===== config.mk =====
export PLATFORM = sky130hd
export DESIGN_NAME = serial_addsub_ctrl
export DESIGN_NICKNAME = d
export VERILOG_FILES = /design/src/rtl/serial_addsub_ctrl.sv
export SDC_FILE = /design/constraint.sdc
export NUM_CORES = 1
export LEC_CHECK = 0
export ABC_AREA = 1
export ABC_CLOCK_PERIOD_IN_PS = 2860
export CAP_MARGIN = 25
export CORE_AREA = 2 2 62 64
export DETAILED_ROUTE_END_ITERATION = 7
export DIE_AREA = 0 0 64 66
export GPL_TIMING_DRIVEN = 0
export PLACE_DENSITY = 0.75
export SYNTH_ARGS = -nofsm -noshare
export SYNTH_HDL_FRONTEND = slang
export SYNTH_SLANG_ARGS = --single-unit

===== constraint.sdc =====
create_clock -name clk -period 2.86 [get_ports clk]
set_input_delay 0.286 -clock clk [delete_from_list [all_inputs] [get_ports clk]]
set_output_delay 0.286 -clock clk [all_outputs]
set_load 0.02 [all_outputs]

===== src/rtl/serial_addsub_ctrl.sv =====
// Bit-serial add/subtract sequencer: one full-adder/subtractor cell stepped LSB-first.
// Optional macro SERIAL_ADDSUB_OVERFLOW_EN adds a signed overflow output.
module serial_addsub_ctrl #(
  parameter int WIDTH = 8
) (
  input  logic             clk,
  input  logic             rst,
  input  logic             start,
  input  logic             op,
  input  logic [WIDTH-1:0] a,
  input  logic [WIDTH-1:0] b,
  output logic             ready,
  output logic             busy,
  output logic             done,
  output logic [WIDTH-1:0] result,
  output logic             carry_out
`ifdef SERIAL_ADDSUB_OVERFLOW_EN
  ,
  output logic             overflow
`endif
);

  localparam int CNT_W = (WIDTH > 2) ? $clog2(WIDTH) : 1;

  typedef enum logic [1:0] {IDLE, RUN, DONE} state_t;

  state_t             state_q, state_d;
  logic [CNT_W-1:0]   cnt_q, cnt_d;
  logic [WIDTH-1:0]   a_sh_q, a_sh_d;
  logic [WIDTH-1:0]   b_sh_q, b_sh_d;
  logic [WIDTH-1:0]   acc_q, acc_d;
  logic               cy_q, cy_d;
  logic               op_q, op_d;
  logic               ready_q, ready_d;
  logic               busy_q, busy_d;
  logic               done_q, done_d;
  logic [WIDTH-1:0]   result_q, result_d;
  logic               carry_q, carry_d;
`ifdef SERIAL_ADDSUB_OVERFLOW_EN
  logic               ovf_q, ovf_d;
`endif

  logic               sum_bit;
  logic               c_next;

  // Returns {carry/borrow out, sum/difference bit}.
  function automatic logic [1:0] addsub_bit(input logic x, input logic y,
                                            input logic c, input logic sub);
    logic xe;
    xe = sub ? ~x : x;
    return {(xe & y) | (y & c) | (c & xe), x ^ y ^ c};
  endfunction

  always_comb begin
    {c_next, sum_bit} = addsub_bit(a_sh_q[0], b_sh_q[0], cy_q, op_q);

    state_d  = state_q;
    cnt_d    = cnt_q;
    a_sh_d   = a_sh_q;
    b_sh_d   = b_sh_q;
    acc_d    = acc_q;
    cy_d     = cy_q;
    op_d     = op_q;
    result_d = result_q;
    carry_d  = carry_q;
`ifdef SERIAL_ADDSUB_OVERFLOW_EN
    ovf_d    = ovf_q;
`endif

    case (state_q)
      IDLE: begin
        if (start) begin
          state_d = RUN;
          a_sh_d  = a;
          b_sh_d  = b;
          op_d    = op;
          cnt_d   = '0;
          cy_d    = 1'b0;
          acc_d   = '0;
        end
      end
      RUN: begin
        a_sh_d = a_sh_q >> 1;
        b_sh_d = b_sh_q >> 1;
        acc_d  = {sum_bit, acc_q[WIDTH-1:1]};
        cy_d   = c_next;
        cnt_d  = cnt_q + 1'b1;
        if (cnt_q == CNT_W'(WIDTH - 1)) begin
          // Last bit: publish the fully shifted accumulator and the final carry.
          state_d  = DONE;
          cnt_d    = '0;
          result_d = {sum_bit, acc_q[WIDTH-1:1]};
          carry_d  = c_next;
`ifdef SERIAL_ADDSUB_OVERFLOW_EN
          // cy_q here is the carry/borrow into the MSB.
          ovf_d    = cy_q ^ c_next;
`endif
        end
      end
      DONE:    state_d = IDLE;
      default: state_d = IDLE;
    endcase

    ready_d = (state_d == IDLE);
    busy_d  = (state_d == RUN);
    done_d  = (state_d == DONE);
  end

  always_ff @(posedge clk) begin
    if (rst) begin
      state_q  <= IDLE;
      cnt_q    <= '0;
      a_sh_q   <= '0;
      b_sh_q   <= '0;
      acc_q    <= '0;
      cy_q     <= 1'b0;
      op_q     <= 1'b0;
      ready_q  <= 1'b1;
      busy_q   <= 1'b0;
      done_q   <= 1'b0;
      result_q <= '0;
      carry_q  <= 1'b0;
`ifdef SERIAL_ADDSUB_OVERFLOW_EN
      ovf_q    <= 1'b0;
`endif
    end else begin
      state_q  <= state_d;
      cnt_q    <= cnt_d;
      a_sh_q   <= a_sh_d;
      b_sh_q   <= b_sh_d;
      acc_q    <= acc_d;
      cy_q     <= cy_d;
      op_q     <= op_d;
      ready_q  <= ready_d;
      busy_q   <= busy_d;
      done_q   <= done_d;
      result_q <= result_d;
      carry_q  <= carry_d;
`ifdef SERIAL_ADDSUB_OVERFLOW_EN
      ovf_q    <= ovf_d;
`endif
    end
  end

  assign ready     = ready_q;
  assign busy      = busy_q;
  assign done      = done_q;
  assign result    = result_q;
  assign carry_out = carry_q;
`ifdef SERIAL_ADDSUB_OVERFLOW_EN
  assign overflow  = ovf_q;
`endif

endmodule


==> impl_metrics.py <==
metrics = {
    "route": {
        "num_vias": 1470,
        "detail_route.vias_per_cell": 4.98,
        "dr.first_iter.drc_count": 107,
        "drc": 0,
        "postRouteWirelength_um": 3560,
        "firstDrtPassIters": 4,
        "wire_per_inst_um": 12.1,
        "ant_nets": 0,
    },
    "die": {
        "die_h_um": 66,
        "core-area_um2": 3550,
        "ios": 32,
        "row_count": 22,
        "start_util": 0.479,
        "die-area_um2": 4220,
        "dieWidth_um": 64,
    },
    "worst_setup_path": {
        "worstPathCellList": "clkdlybuf4s50_1",
        "r2r-end": "result[0]",
        "cp_data_arrival_time_ns": 1.31,
        "cp_slowest_stage_delay_ns": 0.60,
        "cp_top_family": "buffers and inverters",
        "r2r_start": "cnt_q[0]",
        "criticalPathCategory": "flip-flop to output port",
        "rr_worst_depth": 7,
        "cp_slowest_cell": "clkdlybuf4s50_1",
        "crit_fanout": 2,
        "reg2reg_slack_ns": 1.35,
        "crit_start": "carry_out",
        "end_kind": "output port",
        "cp-start-kind": "flip-flop",
        "worstPathRequired_ns": 2.57,
        "cp_num_cells": 1,
        "endpoint": "carry_out",
        "crit_buf_inv": 1,
    },
    "placement": {
        "place.gp.congestion": 0.798,
        "dp_slack_ns": 1.36,
        "dpl.hpwl_um": 2510,
        "numPortBuffers": 30,
    },
    "yosys": {
        "ys_types": 20,
        "yosys-top-cells-count": "dfxtp_1 (42), nand2_1 (39), o21ai_0 (28)",
        "ys_warn_count": 0,
        "avgSynthCellArea_um2": 8.06,
        "synth_cells": 211,
        "synth_most_common_cell": "dfxtp_1",
        "synthFlopType": "dfxtp_1",
        "synth.net_count": 233,
        "ys_ff_latch": 42,
        "synth_area_leader_cell": "dfxtp_1",
        "yosysTopAreaCellShare": 0.494,
        "ys_seq_area_frac": 0.494,
        "synth_area_um2": 1700,
        "synthTopCellsByArea": "dfxtp_1 (49%), nand2_1 (8.6%), o21ai_0 (8.2%)",
        "postSynth.asyncResetShare": 0,
        "synth-edff-count": 0,
    },
    "sta": {
        "fin_crit_sh": 0.560,
        "timing.final.ws_setup_ns": 1.26,
        "fin_crit_ns": 1.60,
        "setup_viol": 0,
        "max_freq_mhz": 625,
        "timing.final.max_slew_violations": 0,
        "rsz0062_at_grt": "false",
        "finalHoldViolCount": 0,
        "maxSlewHeadroom": 0.819,
        "finClkSkew_ns": 0.0111,
        "worst_pin_slew_ns": 0.272,
        "fin_tns_setup_ns": 0,
    },
    "pwr": {
        "power_leakage_nw": 0.819,
        "vdd_drop_max_mv": 0.349,
        "p_per_area_nw_per_um2": 498,
    },
    "clock_tree": {
        "postCtsHoldBufs": 0,
        "ctsResizeCount": 0,
        "cts_tree": "built",
        "clock-root-buffer": "clkbuf_4",
        "cts_htree_levels": 2,
        "cts_sinks": 42,
        "postCtsSetupRepairBufs": 0,
        "clk_pin_slew_worst_paths_ns": 0.11,
        "clk_latency_ns": 0.36,
        "numCtsBuffers": 5,
        "clockBufferDepth": 2,
    },
    "global_route": {
        "antenna_found_initial": 0,
        "grt_pass1_vias": 1483,
        "track_usage": 0.203,
        "grt_pass1_wl_um": 6530,
        "use_met2": 0.331,
        "gr-usage-met3": 0.0443,
        "grt_busiest_layer": "met2",
        "grt_max_degree": 12,
        "use_met1": 0.251,
        "overflow": 0,
    },
    "layout": {
        "nFillCells": 340,
        "num-nets-final": 270,
        "n_antenna_cell": 0,
        "layout-drive-gt1-share": 0.170,
        "area_growth_pct": 24.2,
    },
    "hold_path": {
        "min_path_type": "input port to flip-flop",
    },
    "status": {
        "status": "completed",
    },
    "flow_run": {
        "cap_violations": 0,
    },
}
==> per-stage QoR <==
stage | power (mW) | cell area (um2) | util | std cells | hold WS [ns]
global route | 1.10 | 2110 | 0.595 | 295 | 0.198
finish | 1.05 | 2110 | 0.595 | 295 | 0.185
CTS | 1.06 | 2110 | 0.595 | 295 | 0.184
detailed placement | 0.769 | 2060 | 0.581 | 289 | 0.452
global placement | 0.766 | 2060 | 0.581 | 289 | 0.445
floorplan | 0.717 | 1700 | - | 211 | 0.428
==> report_power, final <==
group	switching, mW	internal, mW
clock network	0.186	0.111
logic	0.0700	0.0595
registers	0.0162	0.610
==> sequential cells by signal, indices dropped and copies added (netlist names) <==
signal and flops:
cy_q 1, a_sh_q 8, cnt_q 3, acc_q 7, busy 1, b_sh_q 8
state_q 2, op_q 1, done 1, result 8, carry_out 1, ready 1
==> placed cells by master (no fill, tap or decap) <==
cell type        count
a21oi_1             21
a21oi_2              9
buf_2                6
buf_4                1
buf_6                2
clkbuf_2             1
clkbuf_4             5
clkbuf_8             1
clkdlybuf4s50_1     30
dfxtp_1             42
ha_1                 2
inv_1                6
inv_2                3
inv_4                1
nand2_1             39
nand2_2              9
nand2_4              3
nand3_1              5
nor2_1              21
nor2_4               1
nor3_1               1
o21ai_0             28
o21ai_1             10
==> worst reg2reg max path, delay by kind of cell (launching register included) <==
family / cells / cell delay (ns)
and+or+nand+nor: 4 / 0.51
buffers and inverters: 1 / 0.15
DFF: 1 / 0.37
adders and majority gates: 2 / 0.39
==> metal layers <==
metal  up-vias  routed length [um]
met5         -                   0
met1       664                1700
met3         7                 126
met2        32                1660
met4         0                  71
li1        767                   -
==> final cells by class <==
| type | count | area (um2) | area share |
|---|---|---|---|
| Sequential cell | 42 | 841 | 0.398 |
| Multi-Input combinational cell | 149 | 756 | 0.358 |
| Timing Repair Buffer | 30 | 300 | 0.142 |
| Buffer | 10 | 65.1 | 0.0308 |
| Tap cell | 48 | 60.1 | 0.0284 |
| Clock buffer | 6 | 51.3 | 0.0243 |
| Inverter | 10 | 40.0 | 0.0189 |
==> cells by family (layout without fill, tap and decap cells) <==
kind of cell | Yosys count | in the layout | share of synthesized area
AOI/OAI and AO/OA | 68 | 68 | 0.220
adders and majority gates | 2 | 2 | 0.0147
buffers and inverters | 20 | 56 | 0.0618
DFF | 42 | 42 | 0.494
and+or+nand+nor | 79 | 79 | 0.210
==> worst min path at each step <==
stage,from,to,slack [ns],cells past startpoint
floorplan,op,op_q,0.43,2
global placement,a_sh_q[2],a_sh_q[1],0.45,2
detailed placement,b_sh_q[1],b_sh_q[0],0.45,2
CTS,rst,acc_q[2],0.18,2
global route,rst,acc_q[2],0.20,2
finish,rst,acc_q[2],0.18,2
Power figures use the tool's default switching activity.
